==> config.mk <==
export PLATFORM = sky130hd
export DESIGN_NAME = stopwatch_display
export DESIGN_NICKNAME = d
export VERILOG_FILES = /design/src/rtl/stopwatch_display_pkg.sv /design/src/rtl/bin_to_bcd99.sv /design/src/rtl/stopwatch_display.sv
export SDC_FILE = /design/constraint.sdc
export NUM_CORES = 1
export LEC_CHECK = 0
export BUFFER_PORTS_ARGS = -buffer_cell sky130_fd_sc_hd__clkbuf_2
export CORE_ASPECT_RATIO = 0.5
export CORE_UTILIZATION = 66
export CTS_BUF_LIST = sky130_fd_sc_hd__clkbuf_8
export CTS_CLUSTER_SIZE = 20
export DETAILED_ROUTE_END_ITERATION = 8
export PLACE_DENSITY = 0.88
export SKIP_LAST_GASP = 1
export SLEW_MARGIN = 20
export SYNTH_ARGS = -nofsm -noshare
export SYNTH_HDL_FRONTEND = slang
export SYNTH_SLANG_ARGS = --single-unit
==> constraint.sdc <==
create_clock -name clk -period 7.5 [get_ports clk]
set_clock_uncertainty 0.1 [all_clocks]
set_input_delay 0.75 -clock clk [delete_from_list [all_inputs] [get_ports clk]]
set_output_delay 0.75 -clock clk [all_outputs]
set_load 0.005 [all_outputs]
==> src/rtl/stopwatch_display_pkg.sv <==
// Shared constants for the stopwatch seven-segment display driver:
// digit indices, active-low segment patterns, decimal-point mask, field limits.
package stopwatch_display_pkg;

   localparam int unsigned NUM_DIGITS = 6;

   typedef enum logic [2:0] {
      IDX_HUN_ONES = 3'd0,
      IDX_HUN_TENS = 3'd1,
      IDX_SEC_ONES = 3'd2,
      IDX_SEC_TENS = 3'd3,
      IDX_MIN_ONES = 3'd4,
      IDX_MIN_TENS = 3'd5
   } digit_idx_t;

   localparam logic [6:0] SEG_DIGIT [0:9] = '{
      7'h40, 7'h79, 7'h24, 7'h30, 7'h19,
      7'h12, 7'h02, 7'h78, 7'h00, 7'h10
   };
   localparam logic [6:0] SEG_DASH  = 7'h3F;
   localparam logic [6:0] SEG_BLANK = 7'h7F;

   // Bit set = decimal point lit after that digit (secs ones, mins ones)
   localparam logic [NUM_DIGITS-1:0] DP_MASK = 6'b010100;

   localparam logic [6:0] LIMIT_MINS = 7'd59;
   localparam logic [6:0] LIMIT_SECS = 7'd59;
   localparam logic [6:0] LIMIT_HUN  = 7'd99;

   function automatic logic [6:0] seg_of(input logic [3:0] d);
      seg_of = SEG_BLANK;
      for (int unsigned i = 0; i < 10; i++) begin
         if (d == 4'(i)) seg_of = SEG_DIGIT[i];
      end
   endfunction

endpackage

==> src/rtl/bin_to_bcd99.sv <==
// Combinational split of a 0..99 binary value into tens/ones BCD digits,
// with a flag raised when the value exceeds the supplied limit.
module bin_to_bcd99
   import stopwatch_display_pkg::*;
(
   input  logic [6:0] bin,
   input  logic [6:0] limit,
   output logic [3:0] tens,
   output logic [3:0] ones,
   output logic       oor
);

   always_comb begin
      oor  = (bin > limit);
      tens = 4'(bin / 7'd10);
      ones = 4'(bin % 7'd10);
      if (oor) begin
         tens = '0;
         ones = '0;
      end
   end

endmodule

==> src/rtl/stopwatch_display.sv <==
// Scanned 6-digit MM.SS.HH common-anode display driver with frame snapshots.
// Optional leading-zero blanking of minutes tens: STOPWATCH_DISPLAY_LZ_BLANK_EN.
module stopwatch_display
   import stopwatch_display_pkg::*;
#(
   parameter int unsigned SCAN_DIV = 50_000,
   parameter int unsigned GUARD    = 16
)
(
   input  logic       clk,
   input  logic       reset_n,
   input  logic [5:0] mins,
   input  logic [5:0] secs,
   input  logic [6:0] hundredths,
   input  logic       blank,
   output logic [6:0] seg,
   output logic       dp,
   output logic [5:0] an
);

   localparam int unsigned PW = (SCAN_DIV > 1) ? $clog2(SCAN_DIV) : 1;
   localparam logic [PW-1:0] PRESC_LAST = PW'(SCAN_DIV - 1);
   localparam logic [PW-1:0] PRESC_GUARD = PW'(GUARD);

   logic [PW-1:0] presc;
   digit_idx_t    idx;
   logic [5:0]    snap_mins;
   logic [5:0]    snap_secs;
   logic [6:0]    snap_hun;

   logic [3:0] min_tens, min_ones, sec_tens, sec_ones, hun_tens, hun_ones;
   logic       min_oor, sec_oor, hun_oor;

   logic [3:0] digit_val;
   logic       field_oor;
   logic       lz_hide;
   logic       show;
   logic [6:0] seg_nxt;
   logic       dp_nxt;
   logic [5:0] an_nxt;

   bin_to_bcd99 u_bcd_mins (
      .bin   ({1'b0, snap_mins}),
      .limit (LIMIT_MINS),
      .tens  (min_tens),
      .ones  (min_ones),
      .oor   (min_oor)
   );

   bin_to_bcd99 u_bcd_secs (
      .bin   ({1'b0, snap_secs}),
      .limit (LIMIT_SECS),
      .tens  (sec_tens),
      .ones  (sec_ones),
      .oor   (sec_oor)
   );

   bin_to_bcd99 u_bcd_hun (
      .bin   (snap_hun),
      .limit (LIMIT_HUN),
      .tens  (hun_tens),
      .ones  (hun_ones),
      .oor   (hun_oor)
   );

   always_comb begin
      digit_val = '0;
      field_oor = 1'b0;
      lz_hide   = 1'b0;
      unique case (idx)
         IDX_HUN_ONES: begin digit_val = hun_ones; field_oor = hun_oor; end
         IDX_HUN_TENS: begin digit_val = hun_tens; field_oor = hun_oor; end
         IDX_SEC_ONES: begin digit_val = sec_ones; field_oor = sec_oor; end
         IDX_SEC_TENS: begin digit_val = sec_tens; field_oor = sec_oor; end
         IDX_MIN_ONES: begin digit_val = min_ones; field_oor = min_oor; end
         IDX_MIN_TENS: begin
            digit_val = min_tens;
            field_oor = min_oor;
`ifdef STOPWATCH_DISPLAY_LZ_BLANK_EN
            lz_hide   = (snap_mins < 6'd10);
`endif
         end
         default: ;
      endcase

      // Guard window, blank request and leading-zero hide all force anodes off
      show    = (presc >= PRESC_GUARD) && !blank && !lz_hide;
      seg_nxt = SEG_BLANK;
      dp_nxt  = 1'b1;
      an_nxt  = '1;
      if (show) begin
         seg_nxt = field_oor ? SEG_DASH : seg_of(digit_val);
         dp_nxt  = ~DP_MASK[idx];
         an_nxt  = ~(6'b000001 << idx);
      end
   end

   always_ff @(posedge clk or negedge reset_n) begin
      if (!reset_n) begin
         presc     <= '0;
         idx       <= IDX_HUN_ONES;
         snap_mins <= '0;
         snap_secs <= '0;
         snap_hun  <= '0;
         seg       <= SEG_BLANK;
         dp        <= 1'b1;
         an        <= '1;
      end else begin
         seg <= seg_nxt;
         dp  <= dp_nxt;
         an  <= an_nxt;
         if (presc == PRESC_LAST) begin
            presc <= '0;
            // Snapshot only on frame wrap so every digit of a frame is coherent
            if (idx == IDX_MIN_TENS) begin
               idx       <= IDX_HUN_ONES;
               snap_mins <= mins;
               snap_secs <= secs;
               snap_hun  <= hundredths;
            end else begin
               idx <= digit_idx_t'(idx + 3'd1);
            end
         end else begin
            presc <= presc + PW'(1);
         end
      end
   end

endmodule

==> flow_summary.ini <==
[setup_path]
cpMostUsedCell = sky130_fd_sc_hd__ha_1
path_max_fanout = 11
r2r_setup_slack_ns = 2.79
critical_path.cell_chain = inv_1, ha_1, or3b_1, o221ai_1, o21ai_0, a21oi_1, nand2b_1, ha_1, nand2_1, o311ai_4, nor3_2, or3_4, o211ai_1, nor3_1, a221oi_2, o21ai_1
cpPeakStageDelay_ns = 0.61
end_kind = flop
cp.required_ns = 7.62
start_kind = flop
slowest_stage = sky130_fd_sc_hd__o211ai_1
critical_path_arrival_ns = 4.83
critPathKind = flop to flop

[layout]
syn2layout_area_growth_pct = 7.08
mostFrequentLayoutCell = sky130_fd_sc_hd__dfrtp_1
n_antenna_cell = 0
final_net_count = 456
layoutNonFillerInstCount = 497
final_core_util = 0.763
final_layout_size_suffix_gt1_frac = 0.225
design_area_sq_um = 3920
layout.cells.most_common_list = sky130_fd_sc_hd__dfrtp_1, sky130_fd_sc_hd__nor2_1, sky130_fd_sc_hd__clkbuf_2, sky130_fd_sc_hd__nand2_1, sky130_fd_sc_hd__mux2_2

[clocking]
htreeDepth = 2
clock_tree_from_tritoncts = yes
clock_path_buffers = 2
worst_setup_hold_path_clk_slew_ns = 0.10
post_cts_resize_count = 0
cts_hold_buffers = 0
worst_skew_pair.late_latency_ns = 0.33
ctsRootBufferMaster = sky130_fd_sc_hd__clkbuf_8
cts-buffers-inserted = 5
cts_setup_buffers = 0
clock_sink_count = 52

[route]
detailedRoute.firstPassIterationCount = 6
drt_drc_violations_left = 0
routed_wire_length_per_instance_microns = 16.9
drt-initial-drc-count = 437
detail_route.vias_per_cell = 6.61
routed_wl_microns = 8410
via_count_of_the_routed_design = 3283
antenna_violating_nets_post_route = 0

[placed_design]
dp_hpwl_microns = 5950
place_congestion = 0.924
dpl-instance-area_sq_um = 3830
place_worst_setup_slack_ns = 2.91
port_buffers = 35
dp_cells = 489

[synth]
yosys.cell_types.count = 74
post_synth_simple_gate_area = 0.259
synth_nets = 438
asyncSetResetFlopFracSynth = 1.00
synth_compound_gate_area_share = 0.198
synth_top_cells_by_area = sky130_fd_sc_hd__dfrtp_1, sky130_fd_sc_hd__dfstp_2, sky130_fd_sc_hd__mux2_2
ys_dominant_reg_cell = sky130_fd_sc_hd__dfrtp_1
syn_area_per_cell_sq_um = 8.96
synth-xor-area-share = 0.0359
synthMuxAreaShare = 0.0701
synth.yosys.warnings = 0
synth_top_area_share = 0.260
sequential_area_share_after_synthesis = 0.361
synth_top_family_by_area = simple AND/OR/NAND/NOR gates
number_of_synthesized_flops_with_an_enable_pin = 0
syn_area_sq_um = 3660
yosys.area.top_type = sky130_fd_sc_hd__dfrtp_1
postSynthRegisterBits = 52
yosys.area_share.adder = 0.0274
synth_cells = 408

[flow_run]
maxCapViolCount = 0

[floorplanning]
die_area_sq_um = 5860
chipWidth_microns = 107
core_area_sq_um = 5130
floorplan.initialDensity = 0.712
io-pin-count = 36
row_count = 18
die_height_microns = 54.6

[global_route]
global_route.usage.total = 0.309
grt_pass1_vias = 2957
grt-ovfl-total = 0
pin_count_of_the_biggest_net_entering_global_routing = 53
grt_pass1_wl_microns = 13700
antenna_found_initial = 0

[timing]
maxSlewHeadroom = 0.432
final_hold_viol_count = 0
final_max_slew_viol_count = 0
fmax_mhz = 212
setup_tns_ns = 0
period_needed_ns = 4.71
setup_repair_after_global_routing_missed_its_margin = no
holdWs_ns = 0.396
worst_slack_ns = 2.79
timing.final.setup_violations = 0
worst_slew_pin_slew_ns = 0.849
layout_worst_path_cycle_share = 0.628

[power]
pwr_density_cell_nw_per_um2 = 155
power_uw = 607
vdd.ir_drop.worst_mv = 0.132
leakage_nw = 1.66

[outcome]
outcome = complete, no violations

[worst_hold_path]
hold_class = flop to flop
[registers in the layout (all words and copies together) (netlist names)]
name	cells
idx	3
an	6
snap_hun	7
seg	7
dp	1
snap_secs	6
presc	16
snap_mins	6
[synth_stat cells, types with 13 or more instances]
| master | count |
|---|---|
| sky130_fd_sc_hd__dfrtp_1 | 38 |
| sky130_fd_sc_hd__nor2_1 | 35 |
| sky130_fd_sc_hd__nand2_1 | 29 |
| sky130_fd_sc_hd__clkbuf_1 | 23 |
| sky130_fd_sc_hd__mux2_2 | 21 |
| sky130_fd_sc_hd__inv_1 | 20 |
| sky130_fd_sc_hd__a21oi_1 | 17 |
| sky130_fd_sc_hd__o21ai_0 | 17 |
| sky130_fd_sc_hd__dfstp_2 | 14 |
| sky130_fd_sc_hd__nand3_1 | 14 |
| sky130_fd_sc_hd__nand2b_1 | 13 |
| sky130_fd_sc_hd__nor3_1 | 13 |
[critical path: cells and delay by family (launching register included)]
kind	cells	cell delay [ns]
buffers and inverters	1	0.12
adder cells (fa/ha/maj)	2	0.47
AND/OR/NAND/NOR	6	1.35
flip-flops	1	0.51
AO/OA/AOI/OAI	7	2.04
[final cells by class]
| class | count | area (sq um) |
|---|---|---|
| Clock buffer | 5 | 68.8 |
| Timing Repair Buffer | 36 | 183 |
| Fill cell | 358 | 1220 |
| Clock inverter | 3 | 21.3 |
| Sequential cell | 52 | 1320 |
| Multi-Input combinational cell | 311 | 2160 |
| Tap cell | 70 | 87.6 |
| Inverter | 20 | 75.1 |
[report_power, final]
part	leakage (nW)	internal (mW)	switching (mW)	total, mW
clock network	0.0445	0.0663	0.0984	0.165
registers	0.620	0.296	0.0186	0.314
logic	0.997	0.0564	0.0716	0.128
[kinds of logic after synthesis]
logic type / Yosys count
adders and majority gates: 8
muxes: 23
DFF: 52
xor gates and xnor gates: 15
buffers and inverters: 45
and+or+nand+nor: 169
AOI/OAI and AO/OA: 96
[final timing paths]
check                           depth (start not counted)         start            to
worst max register to register                         16  snap_mins[4]        seg[6]
worst min-delay path                                    1     presc[10]     presc[10]
min in group asynchronous                               2       reset_n      presc[4]
worst min register to register                          1     presc[10]     presc[10]
worst max-delay path                                   16  snap_mins[4]        seg[6]
max in group asynchronous                               2       reset_n  snap_mins[1]
[layer usage]
metal  wire length (microns)  global-route usage  vias up
met5                       0                   0        -
met4                     172               0.135        0
met3                     715              0.0750       31
met2                    3920               0.534      163
met1                    3600               0.383     1552
li1                        -                   -     1537
No activity file was read; power rests on OpenSTA's default activity.
